[config.mk]
export PLATFORM = sky130hd
export DESIGN_NAME = fwd_hazard_unit
export DESIGN_NICKNAME = d
export VERILOG_FILES = /design/src/rtl/pipe_pkg.sv /design/src/rtl/fwd_match.sv /design/src/rtl/fwd_hazard_unit.sv
export SDC_FILE = /design/constraint.sdc
export NUM_CORES = 1
export LEC_CHECK = 0
export CORE_ASPECT_RATIO = 1.75
export CORE_UTILIZATION = 30
export DETAILED_ROUTE_END_ITERATION = 16
export PLACE_DENSITY_LB_ADDON = 0.25
export SLEW_MARGIN = 20
export SYNTH_ARGS = -nofsm -noshare
export SYNTH_HDL_FRONTEND = slang
export SYNTH_SLANG_ARGS = --single-unit
[constraint.sdc]
create_clock -name clk -period 4.2 [get_ports clk]
set_input_delay 0.84 -clock clk [delete_from_list [all_inputs] [get_ports clk]]
set_output_delay 0.84 -clock clk [all_outputs]
set_load 0.005 [all_outputs]
[src/rtl/pipe_pkg.sv]
// Types and constants shared by the forwarding/hazard logic of the 5-stage core.
package pipe_pkg;

  localparam int RA_W = 5;

  typedef enum logic [1:0] {
    FWD_NONE = 2'd0,
    FWD_MEM  = 2'd1,
    FWD_WB   = 2'd2
  } fwd_t;

  typedef struct packed {
    logic            valid;
    logic [RA_W-1:0] rd;
    logic            we;
    logic            is_load;
  } sb_entry_t;

endpackage

[src/rtl/fwd_match.sv]
// Compares one source operand against the EX and MEM scoreboard entries.
module fwd_match
  import pipe_pkg::*;
(
  input  logic [RA_W-1:0] i_src,
  input  logic            i_use,
  input  sb_entry_t       i_ex,
  input  sb_entry_t       i_mem,
  output fwd_t            o_code,
  output logic            o_ex_load_hit,
  output logic            o_ex_hit,
  output logic            o_mem_hit
);

  logic w_src_live;

  // x0 is hard-wired zero, so it never produces a dependency
  assign w_src_live = i_use && (i_src != '0);

  assign o_ex_hit      = w_src_live && i_ex.valid  && i_ex.we  && (i_ex.rd  == i_src);
  assign o_mem_hit     = w_src_live && i_mem.valid && i_mem.we && (i_mem.rd == i_src);
  assign o_ex_load_hit = o_ex_hit && i_ex.is_load;

  always_comb begin
    o_code = FWD_NONE;
    if (o_ex_hit)
      o_code = FWD_MEM;
    else if (o_mem_hit)
      o_code = FWD_WB;
  end

endmodule

[src/rtl/fwd_hazard_unit.sv]
// EX-operand forwarding select and load-use/branch stall control, with a
// shadow EX/MEM/WB destination scoreboard.
module fwd_hazard_unit #(
  parameter int RA_W  = pipe_pkg::RA_W,
  parameter int CNT_W = 32
) (
  input  logic             clk,
  input  logic             rst,
  input  logic             id_valid,
  input  logic [RA_W-1:0]  id_rs1,
  input  logic [RA_W-1:0]  id_rs2,
  input  logic             id_use_rs1,
  input  logic             id_use_rs2,
  input  logic [RA_W-1:0]  id_rd,
  input  logic             id_we,
  input  logic             id_is_load,
  input  logic             id_is_branch,
  input  logic             flush,
  input  logic             mem_stall,
  output logic [1:0]       rs1_forwarding,
  output logic [1:0]       rs2_forwarding,
  output logic             stall_if,
  output logic             stall_id,
  output logic             ex_bubble,
  output logic [CNT_W-1:0] stall_cycles
);
  import pipe_pkg::*;

  sb_entry_t        r_ex, r_mem, r_wb;
  fwd_t             r_fwd1, r_fwd2;
  logic             r_bubble;
  logic [CNT_W-1:0] r_cnt;

  fwd_t w_code1, w_code2;
  logic w_exl1, w_exl2, w_ex1, w_ex2, w_mem1, w_mem2;
  logic w_hz, w_adv;

  fwd_match u_m1 (
    .i_src(id_rs1), .i_use(id_use_rs1), .i_ex(r_ex), .i_mem(r_mem),
    .o_code(w_code1), .o_ex_load_hit(w_exl1), .o_ex_hit(w_ex1), .o_mem_hit(w_mem1)
  );

  fwd_match u_m2 (
    .i_src(id_rs2), .i_use(id_use_rs2), .i_ex(r_ex), .i_mem(r_mem),
    .o_code(w_code2), .o_ex_load_hit(w_exl2), .o_ex_hit(w_ex2), .o_mem_hit(w_mem2)
  );

  // Branch compare has no forwarding path, so it waits until the producer reaches WB
  assign w_hz = id_valid && !flush &&
                (id_is_branch ? (w_ex1 || w_ex2 || w_mem1 || w_mem2)
                              : (w_exl1 || w_exl2));
  assign w_adv = id_valid && !w_hz && !flush;

  assign stall_if = w_hz || mem_stall;
  assign stall_id = w_hz || mem_stall;

  always_ff @(posedge clk or posedge rst) begin
    if (rst) begin
      r_ex     <= '0;
      r_mem    <= '0;
      r_wb     <= '0;
      r_fwd1   <= FWD_NONE;
      r_fwd2   <= FWD_NONE;
      r_bubble <= 1'b1;
      r_cnt    <= '0;
    end else if (!mem_stall) begin
      r_wb  <= r_mem;
      r_mem <= r_ex;
      if (w_adv) begin
        r_ex     <= '{valid: 1'b1, rd: id_rd, we: id_we, is_load: id_is_load};
        r_fwd1   <= w_code1;
        r_fwd2   <= w_code2;
        r_bubble <= 1'b0;
      end else begin
        r_ex     <= '0;
        r_fwd1   <= FWD_NONE;
        r_fwd2   <= FWD_NONE;
        r_bubble <= 1'b1;
      end
      if (w_hz && (r_cnt != '1))
        r_cnt <= r_cnt + CNT_W'(1);
    end
  end

  assign rs1_forwarding = r_fwd1;
  assign rs2_forwarding = r_fwd2;
  assign ex_bubble      = r_bubble;
  assign stall_cycles   = r_cnt;

endmodule

## Word level (Yosys, flattened, before mapping)

Index checks and enable logic that the tools add are counted.
Widths: inputs -> output; s select.

| word-level totals | value |
|---|---|
| flip-flop bits (word level) | 52 |
| output and inout bits | 39 |

| cells by class | value |
|---|---|
| $add $sub $neg | 1 |
| equality and inequality tests | 5 |
| muxes and demuxes | 9 |
| bitwise logic cells | 1 |
| reductions and logical operators | 31 |

Operator list:

| operator | number |
|---|---|
| $add 32x1->32 const B | 1 |
| $ne 32x32->1 const B | 1 |
| $logic_and 1x1->1 | 21 |
| $eq 5x5->1 | 4 |
| $mux 2 | 6 |
| $reduce_bool 5->1 | 2 |
| $mux 8 | 1 |
| $logic_or 1x1->1 | 5 |
| $logic_not 1->1 | 2 |
| $mux 1 | 2 |
| $reduce_and 2->1 | 1 |
| $not 1->1 | 1 |

## Depth between registers and ports, before layout

| depth | value |
|---|---|
| depth in word-level cells | 14 |
| mapped depth | 8 |
| depth with buffers taken out | 7 |

## Modules after synthesis

Synthesis repeated with hierarchy kept, for this count alone.

| unflattened totals | value |
|---|---|
| cell total of the unflattened synthesis | 245 |
| area total of the unflattened synthesis | 2732.6 um2 |

By module, submodules not included:

| module | instances | cells each | area each (um2) | seq. area each (um2) |
|---|---|---|---|---|
| fwd_hazard_unit | 1 | 203 | 2402.3 | 1327.5 |
| fwd_match | 2 | 21 | 165.2 | 0.0 |

## Worst setup path before layout

No wires, ideal clock.

| timing path | value |
|---|---|
| kind | input -> output |
| start point | in id_rs2[0] |
| end point | out stall_if |
| arrival time | 2.556 ns |
| data required time | 3.360 ns |
| setup slack | 0.804 ns |
| stages on the path | 7 |
| buffers on the path | 1 |
| path through | or4_1 o21ai_2 nor4_2 o41ai_4 and2_2 o21bai_1 buf_4 |

| on the way | value |
|---|---|
| word-level cells in the longest chain between the ends | 11 |

RTL lines:

| element | RTL line | RTL |
|---|---|---|
| start: declaration | fwd_hazard_unit.sv:11 | `input logic [RA_W-1:0] id_rs2,` |
| $reduce_bool 5->1 | fwd_match.sv:18 | `assign w_src_live = i_use && (i_src != '0);` |
| $logic_and 1x1->1 | fwd_match.sv:18 |  |
| $logic_and 1x1->1 (3 in series) | fwd_match.sv:20 | `assign o_ex_hit = w_src_live && i_ex.valid && i_ex.we && (i_ex.rd == i_src);` |
| $logic_or 1x1->1 (3 in series) | fwd_hazard_unit.sv:50 | `(id_is_branch ? (w_ex1 \|\| w_ex2 \|\| w_mem1 \|\| w_mem2)` |
| $mux 1 (*) | fwd_hazard_unit.sv:50 |  |
| $logic_and 1x1->1 (*) | fwd_hazard_unit.sv:49 | `assign w_hz = id_valid && !flush &&` |
| $logic_or 1x1->1 (*) | - |  |
| end: declaration | fwd_hazard_unit.sv:22 | `output logic stall_if,` |

Every way passes the cells marked *; elsewhere a longest branch is shown, timed or not.

## Final worst setup path

| timing path | value |
|---|---|
| start point | in id_rs2[3] |
| end point | out stall_id |

| on the way | value |
|---|---|
| word-level cells in the longest chain between the ends | 11 |

RTL lines:

| element | RTL line | RTL |
|---|---|---|
| $reduce_bool 5->1 | fwd_match.sv:18 |  |
| $logic_and 1x1->1 | fwd_match.sv:18 |  |
| $logic_and 1x1->1 (3 in series) | fwd_match.sv:20 |  |
| $logic_or 1x1->1 (3 in series) | fwd_hazard_unit.sv:50 |  |
| $mux 1 (*) | fwd_hazard_unit.sv:50 |  |
| $logic_and 1x1->1 (*) | fwd_hazard_unit.sv:49 |  |
| $logic_or 1x1->1 (*) | fwd_hazard_unit.sv:55 | `assign stall_id = w_hz \|\| mem_stall;` |
| end: declaration | fwd_hazard_unit.sv:23 | `output logic stall_id,` |

Marked as above.

==> flow_summary_export.csv <==
group,metric,value,unit
timing,fin_crit_sh,0.9041,
routing,viasPerCell,4.866,
placed_design,place_hpwl,4615,um
global_route,met3_usage,0.03868,
timing,relSlewSlack,0.4498,
timing,finalHoldViolations,0,
final_layout,nNetsFinal,319,
clocking,post_cts_buffers,0,
timing,tns,0,ns
synthesis,synth-warning-count,0,
global_route,use_met2,0.2661,
final_layout,drive_gt1_frac,0.1429,
critical_path,required,3.36,ns
critical_path,slowest_stage,"or4_1",
floorplan,ios,64,
clocking,htreeDepth,2,
timing,skew,0.01000,ns
final_layout,mostFrequentLayoutCell,"clkdlybuf4s50_1",
floorplan,coreArea,8368,um2
floorplan,fp.dieH,125.2,um
critical_path,crit_fanout,3,
global_route,grt.total_usage,0.1505,
critical_path,crit_path_start_kind,"input port",
synthesis,synth_top_family_by_area,"simple AND/OR/NAND/NOR gates",
min_path,hold_path_class,"reg2reg",
timing,finalSetupViolations,0,
min_path,hold_start,"ex_bubble",
synthesis,synthCells,225,
floorplan,die_x,72.39,um
critical_path,crit_type,"in2out",
timing,tightest_slew,0.8184,ns
routing,drtIter0Drc,72,
timing,drv_slew,0,
synthesis,avgSynthCellArea,11.56,um2
synthesis,synthMuxAreaShare,0.03463,
critical_path,max_stage_delay,0.54,ns
final_layout,area_delta_synth_final,35.16,%
synthesis,synthAdderAreaFrac,0.004810,
clocking,cts_tree,"yes",
critical_path,crit_chain,"clkdlybuf4s50_1 > or4_1 > o21ai_2 > nor4_4 > o41ai_4 > and2_2 > o21bai_1 > dlymetal6s2s_1",
synthesis,synth-compound-area-share,0.07985,
clocking,cts_root_buffer,"clkbuf_16",
synthesis,synth_fp_nets,251,
synthesis,yosysTopAreaCell,"dfrtp_1",
global_route,grt_pass1_vias,2049,
routing,drc,0,
critical_path,cp-end-kind,"output pin",
critical_path,critPathLaunch,"id_rs2[3]",
placed_design,portBuffers,63,
routing,routed-via-count,1990,
clocking,cts_sinks,52,
floorplan,dieArea,9062,um2
critical_path,cp.arrival,2.96,ns
global_route,global_route.usage.met1,0.1689,
synthesis,synth_xor_area_frac,0.1717,
synthesis,synth_area,2601,um2
final_layout,final_cell_area,3516,um2
synthesis,synth-simple-area-share,0.1837,
final_layout,diodes,0,
synthesis,async_flop_share,1.000,
timing,fmax,263.4,MHz
synthesis,synth_area_leaders,"dfrtp_1 49%, xnor2_1 17%, nand4_1 4.3%",
placed_design,gp_congestion,0.7629,
routing,wirelength,6311,um
global_route,busiest_layer,"met2",
placed_design,place_area,3359,um2
global_route,antenna_found_initial,0,
final_layout,layout_common_cells,"61 x clkdlybuf4s50_1, 51 x dfrtp_1, 50 x xnor2_1",
flow_run,maxCapViolations,0,
pwr,power_leakage,0.001439,uW
clocking,cts_buffers,5,
synthesis,ys_types,42,
routing,dr.pass1.iters,4,
timing,rsz0062_at_grt,"no",
clocking,cts.hold.buffers_added,0,
status,status,"complete, no violations",
clocking,insertion_delay,0.29,ns
synthesis,synth-edff-count,0,
synthesis,yosysSeqAreaShare,0.5007,
clocking,path_clk_slew,0.06,ns
routing,drtAntennaViolNets,0,
routing,wl_per_cell,15.43,um
final_layout,fillCellCount,849,
global_route,grt_max_degree,53,
pwr,power_density,286.8,nW/um2
global_route,grt_pass1_wl,10550,um
global_route,grt-ovfl-total,0,
synthesis,synthFlopType,"dfrtp_1",
critical_path,rr_startpoint,"stall_cycles[4]",
pwr,ir_drop,197.1,uV
floorplan,rows,44,
timing,min_period,3.797,ns
synthesis,synth_top_cell_area_share,0.4906,
synthesis,synth_seq_cells,52,
clocking,clockBufferDepth,2,
clocking,cts_resized,0,
floorplan,initial_core_util,0.3109,
where the power goes:
part	internal [uW]	switching, uW
Combinational	50.4	39.8
Clock	221	174
Sequential	512	11.8
Total	783	225
synthesized netlist by cell type, drive strengths merged (4+ instances only):
master and number:
a22o 10, and3 11, buf 5, dfrtp 51, inv 4, mux2 8
nand2 11, nand3 20, nand4 18, nor2 6, xnor2 50
critical path: cells and delay by family:
| kind | cells | cell delay (ns) |
|---|---|---|
| compound gates | 3 | 0.65 |
| simple gates | 3 | 0.81 |
| buf+inv | 2 | 0.65 |
stage by stage:
stage                       util  instances  hold slack [ns]  total power, uW  worst slack (ns)
final                     0.4202        409           0.4617             1008            0.4028
after global routing      0.4202        409           0.4920             1058            0.2764
after CTS                 0.4179        409           0.4644             1025           0.01764
after detailed placement  0.4015        401           0.4542            624.5           0.03125
after global placement    0.4012        401           0.4528            623.9           0.08498
after floorplan                -        225           0.4481            579.2            0.8042
final cells by class:
class,instances,area (um2),share of cell area
Inverter,4,17.52,0.004982
Multi-Input combinational cell,163,1249,0.3552
Timing Repair Buffer,67,665.6,0.1893
Clock inverter,1,5.005,0.001423
Sequential cell,52,1303,0.3705
Tap cell,115,143.9,0.04093
Clock buffer,7,132.6,0.03772
final timing paths:
check | endpoint | slack [ns] | cells past startpoint
max in group asynchronous | stall_cycles[28] | 2.76 | 2
worst min-delay path | ex_bubble | 0.46 | 2
worst max register to register | stall_cycles[1] | 1.77 | 6
min in group asynchronous | stall_cycles[14] | 1.01 | 2
worst min register to register | ex_bubble | 0.46 | 2
worst max-delay path | stall_id | 0.40 | 8
routing by layer:
| layer | vias up | wire, um |
|---|---|---|
| met3 | 7 | 342 |
| met2 | 48 | 3452 |
| met5 | - | 0 |
| met1 | 999 | 2400 |
| li1 | 936 | - |
| met4 | 0 | 114 |
sequential cells by signal, summed over array words and instances, names as in the netlist:
name            cells
rs1_forwarding      2
r_mem               7
ex_bubble           1
stall_cycles       32
rs2_forwarding      2
r_ex                8
cells by family (layout without fill, tap and decap cells):
kind of cell / after synthesis / count (layout)
buffers and inverters: 10 / 79
AND/OR/NAND/NOR: 82 / 82
AO/OA/AOI/OAI: 21 / 21
XOR/XNOR: 51 / 51
adder cells (fa/ha/maj): 1 / 1
multiplexers: 8 / 8
flip-flops: 52 / 52
Note: power is estimated with default switching activity, not from simulation.
